===== config.mk =====
export PLATFORM = sky130hd
export DESIGN_NAME = string_rep_engine
export DESIGN_NICKNAME = d
export VERILOG_FILES = /design/src/rtl/string_rep_engine.sv
export SDC_FILE = /design/constraint.sdc
export NUM_CORES = 1
export LEC_CHECK = 0
export ABC_AREA = 1
export CORE_MARGIN = 10
export CORE_UTILIZATION = 58
export CTS_BUF_LIST = sky130_fd_sc_hd__clkbuf_4
export DETAILED_ROUTE_END_ITERATION = 12
export GPL_ROUTABILITY_DRIVEN = 0
export PLACE_DENSITY = 0.9
export SLEW_MARGIN = 25
export SYNTH_ARGS = -nofsm -noshare
export SYNTH_HDL_FRONTEND = slang
export SYNTH_SLANG_ARGS = --single-unit

===== constraint.sdc =====
create_clock -name clk -period 7.95 [get_ports clk]
set_input_delay 1.1925 -clock clk [delete_from_list [all_inputs] [get_ports clk]]
set_output_delay 1.1925 -clock clk [all_outputs]
set_load 0.01 [all_outputs]

===== src/rtl/string_rep_engine.sv =====
// REP string-iteration engine: issues one STOS/MOVS/CMPS/SCAS element per memory handshake,
// checks each element against the ES limit/rights and stops on COUNT, ZF, INTR or IGNORED.
module string_rep_engine #(
    parameter int YIELD_CNT = 16,
    parameter bit SIZE8_EN  = 1'b0
) (
    input  logic        clk,
    input  logic        rst,
    input  logic        start,
    input  logic [1:0]  cfg_size,
    input  logic        cfg_addr16,
    input  logic [1:0]  cfg_rep,
    input  logic        cfg_zf_cond,
    input  logic        cfg_dflag,
    input  logic        cfg_fault_check,
    input  logic [31:0] ecx_in,
    input  logic [31:0] esi_in,
    input  logic [31:0] edi_in,
    input  logic [31:0] es_base,
    input  logic [31:0] es_limit,
    input  logic [63:0] es_cache,
    input  logic        es_cache_valid,
    input  logic        irq_pending,
    output logic        mem_req,
    output logic [31:0] mem_addr,
    output logic [3:0]  mem_len,
    input  logic        mem_ack,
    input  logic        mem_zf,
    output logic        busy,
    output logic        done,
    output logic [1:0]  done_reason,
    output logic        fault,
    output logic [31:0] esi_out,
    output logic [31:0] edi_out,
    output logic [31:0] ecx_out,
    output logic [2:0]  state_dbg
);
    // Memory handshake: mem_req rises when an element is issued and holds mem_addr/mem_len
    // steady; the element completes in the first cycle with mem_req && mem_ack, and mem_req
    // falls on the following cycle. mem_ack without an outstanding mem_req has no effect.
    typedef enum logic [2:0] {
        S_IDLE   = 3'd0,
        S_CHECK  = 3'd1,
        S_ISSUE  = 3'd2,
        S_UPDATE = 3'd3,
        S_FIN    = 3'd4,
        S_FLT    = 3'd5
    } state_t;

    localparam logic [1:0] R_COUNT   = 2'd0;
    localparam logic [1:0] R_ZF      = 2'd1;
    localparam logic [1:0] R_INTR    = 2'd2;
    localparam logic [1:0] R_IGNORED = 2'd3;
    localparam int YW = $clog2(YIELD_CNT + 1);
    localparam logic [YW-1:0] YIELD_LAST = YW'(YIELD_CNT);

    state_t state, state_next;

    logic [3:0]    len_q;
    logic          addr16_q;
    logic [1:0]    rep_q;
    logic          zf_cond_q;
    logic          dflag_q;
    logic          fchk_q;
    logic          zf_q;
    logic [1:0]    reason_q;
    logic [1:0]    term_reason;
    logic [YW-1:0] yield_cnt;
    logic [YW-1:0] yield_next;
    logic [31:0]   offset;
    logic [31:0]   upper;
    logic [31:0]   len_m1;
    logic          seg_fault;
    logic          start_skip;
    logic          count_is_one;
    logic          zf_hit;
    logic          yield_hit;
    logic          unused_es_bits;

    function automatic logic [3:0] size_to_len(input logic [1:0] size);
        logic [3:0] len;
        case (size)
            2'd0:    len = 4'd1;
            2'd1:    len = 4'd2;
            2'd2:    len = 4'd4;
            default: len = SIZE8_EN ? 4'd8 : 4'd4;
        endcase
        return len;
    endfunction

    // In 16-bit mode only the low word moves and wraps; the high word is carried through.
    function automatic logic [31:0] step_ptr(input logic [31:0] p, input logic [3:0] len,
                                             input logic dec, input logic a16);
        logic [31:0] full;
        logic [15:0] low;
        full = dec ? (p - {28'h0, len}) : (p + {28'h0, len});
        low  = dec ? (p[15:0] - {12'h0, len}) : (p[15:0] + {12'h0, len});
        return a16 ? {p[31:16], low} : full;
    endfunction

    assign state_dbg      = state;
    assign unused_es_bits = ^{es_cache[63:55], es_cache[53:44], es_cache[40:0]};

    assign start_skip = (cfg_rep != 2'd0) &&
                        (cfg_addr16 ? (ecx_in[15:0] == 16'd0) : (ecx_in == 32'd0));

    assign offset       = addr16_q ? {16'h0, edi_out[15:0]} : edi_out;
    assign upper        = es_cache[54] ? 32'hFFFF_FFFF : 32'h0000_FFFF;
    assign len_m1       = {28'h0, len_q} - 32'd1;
    assign count_is_one = addr16_q ? (ecx_out[15:0] == 16'd1) : (ecx_out == 32'd1);
    assign zf_hit       = zf_cond_q && (((rep_q == 2'd1) && zf_q) || ((rep_q == 2'd2) && !zf_q));
    assign yield_next   = yield_cnt + YW'(1);
    assign yield_hit    = (yield_next == YIELD_LAST);

    always_comb begin
        seg_fault = 1'b0;
        if (fchk_q) begin
            if (!es_cache_valid || es_cache[43] || !es_cache[41]) begin
                seg_fault = 1'b1;
            end else if (es_cache[42]) begin
                // Expand-down: valid offsets lie strictly above the limit, up to upper.
                seg_fault = (offset <= es_limit) || (offset > upper) || ((upper - offset) < len_m1);
            end else begin
                seg_fault = (offset > es_limit) || ((es_limit - offset) < len_m1);
            end
        end
    end

    always_ff @(posedge clk or posedge rst) begin
        if (rst) begin
            state <= S_IDLE;
        end else begin
            state <= state_next;
        end
    end

    always_comb begin
        state_next  = state;
        term_reason = R_COUNT;
        case (state)
            S_IDLE: begin
                if (start) begin
                    state_next = start_skip ? S_FIN : S_CHECK;
                end
            end
            S_CHECK: begin
                state_next = seg_fault ? S_FLT : S_ISSUE;
            end
            S_ISSUE: begin
                if (mem_req && mem_ack) begin
                    state_next = S_UPDATE;
                end
            end
            S_UPDATE: begin
                // Priority order: count, ZF condition, interrupt/yield.
                if ((rep_q == 2'd0) || count_is_one) begin
                    state_next  = S_FIN;
                    term_reason = R_COUNT;
                end else if (zf_hit) begin
                    state_next  = S_FIN;
                    term_reason = R_ZF;
                end else if (irq_pending || yield_hit) begin
                    state_next  = S_FIN;
                    term_reason = R_INTR;
                end else begin
                    state_next = S_CHECK;
                end
            end
            S_FIN:   state_next = S_IDLE;
            S_FLT:   state_next = S_IDLE;
            default: state_next = S_IDLE;
        endcase
    end

    always_ff @(posedge clk or posedge rst) begin
        if (rst) begin
            mem_req     <= 1'b0;
            mem_addr    <= 32'h0;
            mem_len     <= 4'h0;
            busy        <= 1'b0;
            done        <= 1'b0;
            done_reason <= R_COUNT;
            fault       <= 1'b0;
            esi_out     <= 32'h0;
            edi_out     <= 32'h0;
            ecx_out     <= 32'h0;
            len_q       <= 4'h0;
            addr16_q    <= 1'b0;
            rep_q       <= 2'd0;
            zf_cond_q   <= 1'b0;
            dflag_q     <= 1'b0;
            fchk_q      <= 1'b0;
            zf_q        <= 1'b0;
            reason_q    <= R_COUNT;
            yield_cnt   <= '0;
        end else begin
            done  <= 1'b0;
            fault <= 1'b0;
            case (state)
                S_IDLE: begin
                    if (start) begin
                        busy      <= 1'b1;
                        len_q     <= size_to_len(cfg_size);
                        addr16_q  <= cfg_addr16;
                        rep_q     <= cfg_rep;
                        zf_cond_q <= cfg_zf_cond;
                        dflag_q   <= cfg_dflag;
                        fchk_q    <= cfg_fault_check;
                        esi_out   <= esi_in;
                        edi_out   <= edi_in;
                        ecx_out   <= ecx_in;
                        if (start_skip) begin
                            reason_q <= R_IGNORED;
                        end
                    end
                end
                S_CHECK: begin
                    if (!seg_fault) begin
                        mem_req  <= 1'b1;
                        mem_addr <= es_base + offset;
                        mem_len  <= len_q;
                    end
                end
                S_ISSUE: begin
                    if (mem_req && mem_ack) begin
                        mem_req <= 1'b0;
                        zf_q    <= mem_zf;
                    end
                end
                S_UPDATE: begin
                    esi_out   <= step_ptr(esi_out, len_q, dflag_q, addr16_q);
                    edi_out   <= step_ptr(edi_out, len_q, dflag_q, addr16_q);
                    ecx_out   <= addr16_q ? {ecx_out[31:16], ecx_out[15:0] - 16'd1}
                                          : (ecx_out - 32'd1);
                    yield_cnt <= yield_next;
                    if (state_next == S_FIN) begin
                        reason_q <= term_reason;
                    end
                end
                S_FIN: begin
                    done        <= 1'b1;
                    done_reason <= reason_q;
                    busy        <= 1'b0;
                    yield_cnt   <= '0;
                end
                S_FLT: begin
                    fault     <= 1'b1;
                    busy      <= 1'b0;
                    yield_cnt <= '0;
                end
                default: begin
                    busy <= 1'b0;
                end
            endcase
        end
    end

endmodule


==> qor.txt <==
Post-Syn Nets - 3005
Final net count - 3304
Chip height - 191 µm
Pin count of the biggest net entering global routing - 93
HPWL Detailed - 50.6 mm
CTS resizes - 0
Status - finished with violations
Global route total overflow - 0
CP peak stage delay - 0.46 ns
First DRT Iteration DRCs - 2371
Worst Setup EP - mem_addr[18]
Failing checks - DRC
Worst reg2reg path endpoint - mem_addr[18]
Gr usage total - 0.345
Die area - 0.0366 mm²
Post-Synth Simple-Gate Area - 0.277
Asr flop ratio synth - 1.00
First drt pass iteration count - 11
CTS Hold Bufs - 0
Core area - 0.0289 mm²
RSZ-0062 raised after global routing - false
EDFF count, synth - 0
CP endpoint kind - register
Routed Antenna Nets - 0
Worst slack at placement - 1.86 ns
CTS clk-pin slew, worst paths - 0.15 ns
Fin. Hold Viols - 0
Antenna violations before repair - 4
CTS sink count - 157
FILL cells - 2270
Worst-skew pair later-pin latency - 0.64 ns
IO buf count - 318
Worst path slowest cell - clkdlybuf4s50_1
Fin crit share - 0.698
Routed vias - 20300
Largest area contributor in the netlist - dfrtp_1
FP Rows - 62
Reg-to-reg startpoint - addr16_q
# setup viols final - 0
TritonCTS clock tree - yes
Die Width - 191 µm
Netlist cell types - 57
Synth Area in Compound Gates - 0.208
Final Max Tran Viols - 0
Vias in the first global route - 19900
Via density - 6.24
Crit path required time - 8.48 ns
WL per Instance - 19.9 µm
Max-slew headroom - 0.388
Post-synthesis sequential area ratio - 0.231
Setup WS post-layout - 2.40 ns
Ports - 380
Post-route minimum period - 5.55 ns
Share of cells above drive strength 1 - 0.0244
Root buf cell - clkbuf_4
Max-Cap Viols - 0
H-tree depth - 4
Crit Path Class - in -> reg
Worst EP arrival - 6.07 ns
Top cell type's share of synthesized area - 0.231
Post-CTS Setup Bufs - 0
Setup crit start - es_limit[0]
Adder-Cell Fraction of Synth Area - 0.159
Startpoint Class - input pin
Area grow syn2layout - 22.6%
R2r setup slk - 2.46 ns
First-pass GRT wire length - 102 mm
Syn_area_per_cell - 6.68 µm²
Gate Count Post-Synth - 2552
Yosys warnings - 0
Commonest cells in the netlist - 599 x nand2_1, 294 x inv_1, 283 x a21oi_1, 242 x nor2_1, 209 x ha_1
Starting Density - 0.591
Seq cells post-synth - 157
Clock Skews - 0.0333 ns
Critical path fanouts, max - 37
Hold Path Class - reg -> reg
XOR/XNOR Fraction of Synth Area - 0.0447
Mapped Area - 0.0170 mm²
CTS Buf Count - 17
Most common cell on crit path - nand2_1
Final wirelength - 64.8 mm
DRC viols - 2
Worst R2R Path Depth - 26
FMAX - 180 MHz
Largest family of logic cells by synthesized area - simple AND/OR/NAND/NOR gates
Area contributors post-synth - dfrtp_1 23%, ha_1 15%, nand2_1 13%
Most common cell in the synthesized netlist - nand2_1
Clk buf depth - 2
Setup_tns - 0 ns
Post-synth top flop - dfrtp_1
Portion of netlist area occupied by mux cells - 0.000661
Worst-Margin Slew - 0.918 ns
through the flow:
stage               cell area (µm²)   util  cells  hold slack [ns]
finish                        20900  0.724   3251            0.490
global route                  20900  0.724   3250            0.503
CTS                           20900  0.724   3248            0.491
detailed placement            20600  0.713   3216            0.458
global placement              20600  0.713   3216            0.453
floorplan                     17000      -   2552            0.476
cells in the final DEF (no fill, tap or decap), types with 3 or more instances in the layout:
master,n
a21boi_0,12
a21o_1,19
a21oi_1,283
a22oi_1,20
a31oi_1,28
and3_1,7
buf_4,11
bufinv_16,3
clkbuf_4,18
clkdlybuf4s50_1,318
dfrtp_1,157
diode_2,3
fa_1,5
ha_1,209
inv_1,293
inv_2,7
inv_6,6
nand2_1,599
nand2_2,3
nand2_4,4
nand3_1,160
nand3b_1,5
nand4_1,36
nor2_1,241
nor3_1,30
nor4_1,18
o211ai_1,29
o21a_1,9
o21ai_0,159
o21ai_1,13
o21bai_1,18
o221ai_1,10
o311ai_0,5
o31ai_1,7
or2_2,3
xnor2_1,26
xor2_1,61
worst max-delay path: cells and delay by family:
| family | cells | cell delay, ns |
|---|---|---|
| adder cells (fa/ha/maj) | 3 | 0.90 |
| AO/OA/AOI/OAI | 3 | 0.62 |
| AND/OR/NAND/NOR | 22 | 2.69 |
| buffers and inverters | 4 | 0.62 |
flip-flops by register name, summed over array words and instances (netlist names):
signal	flops
esi_out	32
busy	1
fchk_q	1
fault	1
ecx_out	32
rep_q	2
done_reason	2
zf_cond_q	1
dflag_q	1
mem_addr	32
edi_out	32
mem_req	1
len_q	3
reason_q	2
state_dbg	3
zf_q	1
mem_len	3
yield_cnt	5
addr16_q	1
done	1
per-layer routing:
layer / up-vias / wire length [µm] / GRT usage / part of all wire
met5: - / 13 / 0 / 0.00020
met4: 2 / 4440 / 0.219 / 0.068
met3: 355 / 7730 / 0.0822 / 0.12
met2: 1435 / 29300 / 0.560 / 0.45
met1: 9185 / 23300 / 0.403 / 0.36
li1: 9312 / - / - / -
logic make-up after synthesis:
logic type                 Yosys count
AOI/OAI and AO/OA                  624
xor gates and xnor gates            87
adders and majority gates          214
buffers and inverters              351
DFF                                157
muxes                                1
other                                1
and+or+nand+nor                   1117
cell type report:
type,instances,area [µm²],share of cell area
Multi-Input combinational cell,2044,11800,0.563
Sequential cell,157,3930,0.188
Timing Repair Buffer,329,3270,0.156
Inverter,302,1140,0.0545
Tap cell,384,480,0.0230
Clock inverter,14,180,0.00862
Clock buffer,18,135,0.00647
Antenna cell,3,7.51,0.000359
worst min-delay path by stage:
stage                      start            to  slack (ns)  cells past startpoint
finish              mem_addr[12]  mem_addr[12]        0.49                      2
global route         mem_addr[2]   mem_addr[2]        0.50                      2
CTS                 mem_addr[12]  mem_addr[12]        0.49                      2
detailed placement  mem_addr[12]  mem_addr[12]        0.46                      2
global placement    mem_addr[16]  mem_addr[16]        0.45                      2
floorplan               len_q[2]    mem_len[2]        0.48                      2
Power is left out: the tool's default activity adds up to more than one toggle a clock period on the data nets, which glitch-free logic cannot reach.
